**src/rtl/ibex_mem_arb_pkg.sv**
```systemverilog
// Shared types for the ibex instruction/data memory port arbiter.
// Optional perf counters in the top are enabled by IBEX_MEM_ARB_PERF_EN.
package ibex_mem_arb_pkg;

    typedef enum logic {
        ARB_SRC_DATA  = 1'b0,
        ARB_SRC_INSTR = 1'b1
    } arb_src_e;

    typedef enum logic {
        ARB_ST_ARB,
        ARB_ST_HOLD
    } arb_state_e;

    typedef struct packed {
        arb_src_e    src;
        logic        we;
        logic [3:0]  be;
        logic [31:0] addr;
        logic [31:0] wdata;
    } arb_req_t;

endpackage

```
**src/rtl/ibex_mem_arb_id_fifo.sv**
```systemverilog
// One-bit-wide ID FIFO recording which master owns each outstanding access.
// A push is accepted while full when a pop happens in the same cycle.
module ibex_mem_arb_id_fifo #(
    parameter int unsigned Depth = 2,
    localparam int unsigned CntW = $clog2(Depth + 1),
    localparam int unsigned PtrW = (Depth > 1) ? $clog2(Depth) : 1
) (
    input  logic            clk_i,
    input  logic            rst_i,
    input  logic            push_i,
    input  logic            data_i,
    input  logic            pop_i,
    output logic            head_o,
    output logic [CntW-1:0] count_o,
    output logic            full_o,
    output logic            empty_o
);

    logic [Depth-1:0] mem_q;
    logic [PtrW-1:0]  wr_ptr_q;
    logic [PtrW-1:0]  rd_ptr_q;
    logic             do_push;
    logic             do_pop;

    function automatic logic [PtrW-1:0] ptr_inc(input logic [PtrW-1:0] p);
        return (p == PtrW'(Depth - 1)) ? '0 : p + PtrW'(1);
    endfunction

    assign full_o  = (count_o == CntW'(Depth));
    assign empty_o = (count_o == '0);
    assign head_o  = mem_q[rd_ptr_q];
    assign do_pop  = pop_i && !empty_o;
    assign do_push = push_i && (!full_o || do_pop);

    always_ff @(posedge clk_i) begin
        if (rst_i) begin
            mem_q    <= '0;
            wr_ptr_q <= '0;
            rd_ptr_q <= '0;
            count_o  <= '0;
        end else begin
            if (do_push) begin
                mem_q[wr_ptr_q] <= data_i;
                wr_ptr_q        <= ptr_inc(wr_ptr_q);
            end
            if (do_pop) begin
                rd_ptr_q <= ptr_inc(rd_ptr_q);
            end
            if (do_push && !do_pop) begin
                count_o <= count_o + CntW'(1);
            end else if (do_pop && !do_push) begin
                count_o <= count_o - CntW'(1);
            end
        end
    end

endmodule

```
**src/rtl/ibex_mem_arbiter.sv**
```systemverilog
// Round-robin arbiter sharing one memory port between fetch and load/store.
// Define IBEX_MEM_ARB_PERF_EN to add per-master stall cycle counters.
module ibex_mem_arbiter
    import ibex_mem_arb_pkg::*;
#(
    parameter int unsigned MaxOutstanding = 2,
    parameter logic        InstrFirst     = 1'b0
) (
    input  logic        clk_i,
    input  logic        rst_i,
    input  logic        instr_req_i,
    output logic        instr_gnt_o,
    output logic        instr_rvalid_o,
    input  logic [31:0] instr_addr_i,
    output logic [31:0] instr_rdata_o,
    output logic        instr_err_o,
    input  logic        data_req_i,
    output logic        data_gnt_o,
    output logic        data_rvalid_o,
    input  logic        data_we_i,
    input  logic [3:0]  data_be_i,
    input  logic [31:0] data_addr_i,
    input  logic [31:0] data_wdata_i,
    output logic [31:0] data_rdata_o,
    output logic        data_err_o,
    output logic        mem_req_o,
    input  logic        mem_gnt_i,
    input  logic        mem_rvalid_i,
    output logic        mem_we_o,
    output logic [3:0]  mem_be_o,
    output logic [31:0] mem_addr_o,
    output logic [31:0] mem_wdata_o,
    input  logic [31:0] mem_rdata_i,
    input  logic        mem_err_i,
    output logic        spurious_rsp_o
`ifdef IBEX_MEM_ARB_PERF_EN
    ,
    output logic [31:0] perf_instr_stall_o,
    output logic [31:0] perf_data_stall_o
`endif
);

    localparam int unsigned CntW = $clog2(MaxOutstanding + 1);

    arb_state_e      state_q, state_d;
    arb_src_e        last_q, last_d;
    arb_req_t        hold_q, hold_d;
    arb_req_t        instr_a, data_a, win;
    logic            issue, push, pop, can_issue;
    logic            head, full, empty;
    logic [CntW-1:0] count;

    assign instr_a = '{src: ARB_SRC_INSTR, we: 1'b0, be: 4'hF,
                       addr: instr_addr_i, wdata: '0};
    assign data_a  = '{src: ARB_SRC_DATA, we: data_we_i, be: data_be_i,
                       addr: data_addr_i, wdata: data_wdata_i};

    assign pop       = mem_rvalid_i && !empty && !rst_i;
    assign can_issue = !full || pop;

    always_comb begin
        state_d = state_q;
        last_d  = last_q;
        hold_d  = hold_q;
        win     = '0;
        issue   = 1'b0;
        unique case (state_q)
            ARB_ST_ARB: begin
                if (can_issue && (instr_req_i || data_req_i)) begin
                    issue = 1'b1;
                    unique case (1'b1)
                        instr_req_i && data_req_i:
                            win = (last_q == ARB_SRC_INSTR) ? data_a : instr_a;
                        instr_req_i && !data_req_i: win = instr_a;
                        data_req_i && !instr_req_i: win = data_a;
                    endcase
                    if (mem_gnt_i) begin
                        last_d = win.src;
                    end else begin
                        hold_d  = win;
                        state_d = ARB_ST_HOLD;
                    end
                end
            end
            ARB_ST_HOLD: begin
                issue = 1'b1;
                win   = hold_q;
                if (mem_gnt_i) begin
                    last_d  = win.src;
                    state_d = ARB_ST_ARB;
                end
            end
            default: state_d = ARB_ST_ARB;
        endcase
        // Outputs stay quiet while reset is held, whatever the masters do.
        if (rst_i) begin
            issue = 1'b0;
            win   = '0;
        end
    end

    assign push = issue && mem_gnt_i;

    always_ff @(posedge clk_i) begin
        if (rst_i) begin
            state_q <= ARB_ST_ARB;
            last_q  <= InstrFirst ? ARB_SRC_DATA : ARB_SRC_INSTR;
            hold_q  <= '0;
        end else begin
            state_q <= state_d;
            last_q  <= last_d;
            hold_q  <= hold_d;
        end
    end

    ibex_mem_arb_id_fifo #(
        .Depth (MaxOutstanding)
    ) u_id_fifo (
        .clk_i   (clk_i),
        .rst_i   (rst_i),
        .push_i  (push),
        .data_i  (logic'(win.src)),
        .pop_i   (pop),
        .head_o  (head),
        .count_o (count),
        .full_o  (full),
        .empty_o (empty)
    );

    assign mem_req_o   = issue;
    assign mem_we_o    = win.we;
    assign mem_be_o    = win.be;
    assign mem_addr_o  = win.addr;
    assign mem_wdata_o = win.wdata;

    assign instr_gnt_o = push && (win.src == ARB_SRC_INSTR);
    assign data_gnt_o  = push && (win.src == ARB_SRC_DATA);

    assign instr_rvalid_o = pop && (head == 1'b1);
    assign data_rvalid_o  = pop && (head == 1'b0);
    assign instr_rdata_o  = instr_rvalid_o ? mem_rdata_i : '0;
    assign data_rdata_o   = data_rvalid_o ? mem_rdata_i : '0;
    assign instr_err_o    = instr_rvalid_o && mem_err_i;
    assign data_err_o     = data_rvalid_o && mem_err_i;
    assign spurious_rsp_o = mem_rvalid_i && empty && !rst_i;

    hold_req_kept: assert property (@(posedge clk_i) disable iff (rst_i)
        (state_q == ARB_ST_HOLD) |->
        ((hold_q.src == ARB_SRC_INSTR) ? instr_req_i : data_req_i));

    count_in_range: assert property (@(posedge clk_i) disable iff (rst_i)
        count <= CntW'(MaxOutstanding));

`ifdef IBEX_MEM_ARB_PERF_EN
    always_ff @(posedge clk_i) begin
        if (rst_i) begin
            perf_instr_stall_o <= '0;
            perf_data_stall_o  <= '0;
        end else begin
            if (instr_req_i && !instr_gnt_o && (perf_instr_stall_o != '1)) begin
                perf_instr_stall_o <= perf_instr_stall_o + 32'd1;
            end
            if (data_req_i && !data_gnt_o && (perf_data_stall_o != '1)) begin
                perf_data_stall_o <= perf_data_stall_o + 32'd1;
            end
        end
    end
`endif

endmodule

```
**config.mk**
```make
export PLATFORM = sky130hd
export DESIGN_NAME = ibex_mem_arbiter
export DESIGN_NICKNAME = d
export VERILOG_FILES = /design/src/rtl/ibex_mem_arb_pkg.sv /design/src/rtl/ibex_mem_arb_id_fifo.sv /design/src/rtl/ibex_mem_arbiter.sv
export SDC_FILE = /design/constraint.sdc
export NUM_CORES = 1
export LEC_CHECK = 0
export CAP_MARGIN = 5
export CORE_MARGIN = 2
export CORE_UTILIZATION = 27
export CTS_CLUSTER_SIZE = 8
export DETAILED_ROUTE_END_ITERATION = 6
export PLACE_DENSITY = 0.63
export SYNTH_ARGS = -nofsm -noshare
export SYNTH_HDL_FRONTEND = slang
export SYNTH_HIERARCHICAL = 1
export SYNTH_SLANG_ARGS = --single-unit
```
**constraint.sdc**
```tcl
create_clock -name clk_i -period 3.15 [get_ports clk_i]
set_input_delay 0.315 -clock clk_i [delete_from_list [all_inputs] [get_ports clk_i]]
set_output_delay 0.315 -clock clk_i [all_outputs]
set_load 0.01 [all_outputs]
```
==> run_results.csv, run 1 <==
group,metric,value,unit
grt,grt_max_degree,62,
worst_setup_path,worstSetupPathType,"input port to primary output",
clocking,postCtsHoldBufs,0,
synthesis,ys_warn_count,6,
floorplan,dieArea,0.0233,mm2
finish,nNetsFinal,1114,
floorplan,start_util,27.5,%
routing,drc_errors,0,
floorplan,die_h,153,um
worst_setup_path,end_kind,"primary output",
finish,drive_above_1_share,6.16,%
routing,vias,6178,
floorplan,row_count,54,
grt,grt_overflow,0,
worst_hold_path,hold_depth,2,
worst_setup_path,worstSetupStartpointType,"input port",
grt,grt_pass1_wl,32.3,mm
place,port_buffers,280,
synthesis,synth-seq-cells,78,
routing,wire_per_inst,16.3,um
finish,fillers,2204,
routing,drt_iter0_drc,326,
routing,wirelength,20.4,mm
finish,final_cell_mix,"clkdlybuf4s50_1, nand2_1, dfxtp_1, mux2i_1, a22oi_1",
synthesis,avgSynthCellArea,7.50,um2
clocking,path_clk_slew,0.06,ns
power_and_ir_drop,ir_worst_vdd,0.000304,V
timing,tightestPinTransition,1.01,ns
place,hpwl,14.1,mm
synthesis,syn_area,0.00598,mm2
timing,fin_crit_sh,95.4,%
worst_setup_path,r2r_cells,11,
power_and_ir_drop,p_per_area,370,mW/mm2
clocking,clock_latency,0.35,ns
finish,multi_input_area,0.00361,mm2
power_and_ir_drop,power_leakage,3.72,nW
worst_setup_path,cp.arrival,2.69,ns
timing,period_needed,3.00,ns
synthesis,yosysSeqAreaShare,26.1,%
timing,final-max-slew-violation-count,0,
timing,slew_headroom,32.4,%
floorplan,boundaryPins,281,
timing,rsz0062_at_grt,"false",
timing,finalSetupTns,0,ns
clocking,cts_root_buffer,"clkbuf_16",
finish,area_growth,50.0,%
flow_run,max-cap-violations,0,
finish,seqCellArea,0.00157,mm2
routing,routed_via_density,4.93,
clocking,cts.sinks,78,
floorplan,coreArea,0.0218,mm2
finish,diodes,0,
finish,fin_util,41.2,%
grt,grt_antenna_before_repair,0,
clocking,cts_buffers,9,
timing,finalClockSkew,0.0123,ns
synthesis,synth_cell_types,35,
worst_setup_path,path_max_fanout,36,
routing,drtAntennaViolNets,0,
synthesis,synth.net_count,941,
finish,layout_commonest_cell,"clkdlybuf4s50_1",
worst_hold_path,hp-class,"flop to flop",
floorplan,fp.dieW,153,um
grt,grt_usage,16.7,%
clocking,cts_tree,"done",
clocking,cts_buffer_depth,2,
timing,hold_viol_final,0,
routing,first_pass_iters,5,
timing,setup_viol,0,
clocking,htreeDepth,3,
place,routabilityCongestion,0.780,
outcome,outcome,"finished clean",
grt,first_global_vias,5918,
timing,fmax,0.333,GHz
synthesis,synth_cells,797,
worst_setup_path,cp.required,2.83,ns
## final cells by class
cell class	instances	share of cell area, %
well taps	280	3.91
clock buffers	9	2.51
multi-input cells	567	40.2
clock inverters	6	0.782
flip-flops and latches	78	17.5
inverters	10	0.419
repair buffers	304	34.7
## final timing paths
check,to,from,slack [ns]
max,mem_wdata_o[26],instr_req_i,0.15
min reg2reg,hold_q[53],hold_q[53],0.45
min,hold_q[53],hold_q[53],0.45
max reg2reg,u_id_fifo/count_o[1],u_id_fifo/count_o[0],0.70
## sequential cells by signal, summed over array words and instances, names as in the netlist
name / count
state_q: 1
last_q: 1
u_id_fifo/mem_q: 2
hold_q: 70
u_id_fifo/rd_ptr_q: 1
u_id_fifo/count_o: 2
u_id_fifo/wr_ptr_q: 1
## per-layer routing
layer	vias up	GRT usage, %	wire, um
met5	-	0	0
met4	0	3.57	235
met3	17	4.38	1320
met2	204	26.5	9260
met1	2901	22.9	9590
li1	3056	-	-
## synth_stat cells, drive strengths merged
cell type / n / area [um2]
nand2: 133 / 499
a21boi: 1 / 11.3
and2: 34 / 213
nor3b: 1 / 12.5
ha: 4 / 50.1
nand2b: 5 / 31.3
dfxtp: 78 / 1560
nand3: 33 / 165
inv: 10 / 37.5
a21oi: 43 / 215
nor2: 44 / 165
o21ai: 7 / 35.0
a32o: 34 / 340
mux2: 4 / 45.0
and3: 35 / 219
mux2i: 65 / 651
a22o: 3 / 26.3
a211o: 2 / 17.5
nor3: 4 / 20.0
and2b: 1 / 8.76
xor2: 3 / 26.3
clkbuf: 49 / 184
buf: 93 / 641
nor2b: 39 / 244
a22oi: 64 / 480
a211oi: 2 / 27.5
or3: 2 / 17.5
a21o: 2 / 15.0
or3b: 2 / 17.5
## through the flow
stage               area, um2  worst slack [ns]  hold WS [ns]  instances  total power, mW
floorplan                5980             0.711         0.384        797             1.78
global route             8960            0.0294         0.470       1254             3.51
global placement         8640             0.115         0.442       1239             2.26
detailed placement       8640             0.123         0.447       1239             2.27
finish                   8960             0.146         0.454       1254             3.32
CTS                      8940            0.0867         0.456       1254             3.37
## what timing repair did
item | 4_1_cts | 5_1_grt
endpoints found under the setup margin | 0 | 23
buffers inserted | 0 | 0
gates resized for setup | 0 | 7
## cells by family after synthesis
group | after synthesis | share of synthesized area [%]
xor gates and xnor gates | 3 | 0.440
adders and majority gates | 4 | 0.837
muxes | 69 | 11.6
buffers and inverters | 152 | 14.4
AOI/OAI and AO/OA | 158 | 19.6
DFF | 78 | 26.1
and+or+nand+nor | 333 | 27.0
## where the power goes
| part | total [mW] | switching (mW) | internal (mW) |
|---|---|---|---|
| logic | 1.16 | 0.570 | 0.587 |
| registers | 1.10 | 0.0430 | 1.05 |
| clock network | 1.07 | 0.450 | 0.615 |
## worst max-delay path, cell delays in order
cell	delay, ns
clkdlybuf4s50_1	0.50
inv_1	0.08
ha_2	0.34
nand2b_1	0.21
a21oi_4	0.25
buf_12	0.23
a32o_1	0.21
clkdlybuf4s50_1	0.54
Note: power is estimated with default switching activity, not from simulation.
==> inputs of run 2 (changes only) <==
Settings changed: CORE_ASPECT_RATIO from default to 0.75.
==> run 2 against run 1 <==
  * Hold slack about the same
  * Clock power is essentially flat
  * Die area hardly changed
  * Sequential power about the same
  * Sequential share of layout area is essentially flat
  * Worst setup slack improved by 0.0029 ns
  * Via count fell by 1.2%
  * Largest power group unchanged
==> run_results.csv, run 2 (synthesis gave the netlist of run 1 again) <==
group,metric,value,unit
grt,grt_max_degree,116,
outcome,outcome,"finished clean",
finish,area_growth,50.1,%
flow_run,max-cap-violations,0,
worst_hold_path,hp-class,"flop to flop",
worst_setup_path,worstSetupStartpointType,"input port",
worst_setup_path,end_kind,"primary output",
worst_setup_path,crit_family,"buffers and inverters",
worst_setup_path,path_cells,"clkdlybuf4s50_1 -> inv_1 -> ha_2 -> nand2b_2 -> a21oi_4 -> buf_12 -> a32o_1 -> clkdlybuf4s50_1",
finish,final_cell_mix,"clkdlybuf4s50_1, nand2_1, dfxtp_1, mux2i_1, a22oi_1",
floorplan,row_count,47,
timing,fmax,0.333,GHz
routing,drc_errors,0,
clocking,clock_latency,0.34,ns
timing,finalClockSkew,0.00881,ns
grt,grt_usage,16.5,%
finish,fin_util,41.0,%
finish,seqCellArea,0.00157,mm2
place,hpwl,13.7,mm
place,dp.cells,1252,
timing,tightestPinTransition,0.860,ns
worst_setup_path,cp.required,2.83,ns
worst_setup_path,path_common_cell,"clkdlybuf4s50_1",
timing,period_needed,3.00,ns
finish,layout_commonest_cell,"clkdlybuf4s50_1",
routing,first_pass_iters,4,
finish,nNetsFinal,1115,
worst_setup_path,worstSetupPathType,"input port to primary output",
worst_setup_path,rr_startpoint,"u_id_fifo/count_o[1]",
floorplan,fp.dieW,176,um
worst_setup_path,crit_start,"instr_req_i",
timing,finalSetupTns,0,ns
clocking,cts_buffers,9,
timing,final-max-slew-violation-count,0,
clocking,path_clk_slew,0.06,ns
grt,first_global_vias,5654,
clocking,cts_root_buffer,"clkbuf_16",
routing,drt_iter0_drc,365,
clocking,htreeDepth,3,
power_and_ir_drop,p_per_area,368,mW/mm2
grt,grt_antenna_before_repair,0,
finish,largest_reg_flops,70,
routing,drtAntennaViolNets,0,
finish,multi_input_area,0.00359,mm2
grt,grt_pass1_wl,30.9,mm
routing,vias,6101,
clocking,cts.sinks,78,
timing,rsz0062_at_grt,"false",
clocking,cts_buffer_depth,2,
place,port_buffers,280,
finish,drive_above_1_share,5.84,%
worst_hold_path,hp-start,"hold_q[55]",
worst_setup_path,slowest_delay,0.55,ns
worst_setup_path,cp.arrival,2.69,ns
worst_setup_path,path_max_fanout,36,
power_and_ir_drop,ir_worst_vdd,0.000193,V
routing,wirelength,19.8,mm
floorplan,boundaryPins,281,
timing,fin_crit_sh,95.3,%
finish,diodes,0,
timing,slew_headroom,42.5,%
routing,wire_per_inst,15.6,um
floorplan,dieArea,0.0234,mm2
power_and_ir_drop,fin_total_pwr,3.31,mW
clocking,cts_tree,"done",
timing,setup_ws,0.149,ns
timing,hold_viol_final,0,
place,routabilityCongestion,0.760,
power_and_ir_drop,power_leakage,3.72,nW
finish,fillers,2176,
floorplan,start_util,27.3,%
place,dp_worst_setup_slack,0.0774,ns
grt,grt_overflow,0,
timing,setup_viol,0,
finish,stdcell_count,1270,
finish,reg_top3,"hold_q: 70 flops, u_id_fifo/count_o: 2 flops, u_id_fifo/mem_q: 2 flops",
routing,routed_via_density,4.80,
finish,regMostFlops,"hold_q",
worst_setup_path,slowest_stage,"clkdlybuf4s50_1",
floorplan,coreArea,0.0219,mm2
clocking,postCtsHoldBufs,0,
worst_setup_path,path_buf_inv,4,
floorplan,die_h,133,um
[run 2: cell types whose count changed in the layout (fill, tap and decap cells not counted), moves of 2 or more]
cell / before / now
buf_6: 0 / 2
buf_12: 10 / 8
clkinv_4: 0 / 3
nor3_2: 3 / 0
nor3_1: 1 / 4
clkinvlp_4: 3 / 0
[run 2: metal layers]
metal / GRT usage (%) / part of all wire (%)
met1: 22.8 / 47
met2: 25.9 / 46
met3: 4.14 / 6.2
met4: 3.72 / 0.59
met5: 0 / 0
[run 2: layout make-up]
class | instances | area share [%]
inverters | 10 | 0.418
clock buffers | 10 | 2.55
flip-flops and latches | 78 | 17.4
multi-input cells | 567 | 40.0
well taps | 294 | 4.10
repair buffers | 305 | 34.7
clock inverters | 6 | 0.781
[run 2: final timing paths]
path	endpoint	slack, ns	cells past startpoint
max	mem_wdata_o[11]	0.15	8
min	hold_q[55]	0.45	2
max reg2reg	u_id_fifo/count_o[1]	0.63	9
min reg2reg	hold_q[55]	0.45	2
[run 2: report_power, final]
group	total [mW]	switching (mW)	internal, mW
Combinational	1.16	0.566	0.592
Sequential	1.09	0.0373	1.05
Clock	1.06	0.438	0.620
[run 2: per-stage QoR]
stage | hold slack, ns | area [um2]
final | 0.455 | 8970
after global routing | 0.474 | 8970
after CTS | 0.456 | 8910
after detailed placement | 0.447 | 8620
after global placement | 0.442 | 8620
after floorplan | 0.384 | 5980
[run 2: worst reg2reg max path: cells and delay by family, from the launching register on]
family	cells	cell delay (ns)
adders and majority gates	1	0.36
AOI/OAI and AO/OA	2	0.31
and+or+nand+nor	3	0.88
buffers and inverters	3	0.52
DFF	1	0.38
[run 2: timing repair]
item	4_1_cts	5_1_grt
endpoints found under the hold margin	0	0
buffers inserted	0	1
gates resized for setup	0	4
setup endpoints to repair	0	67
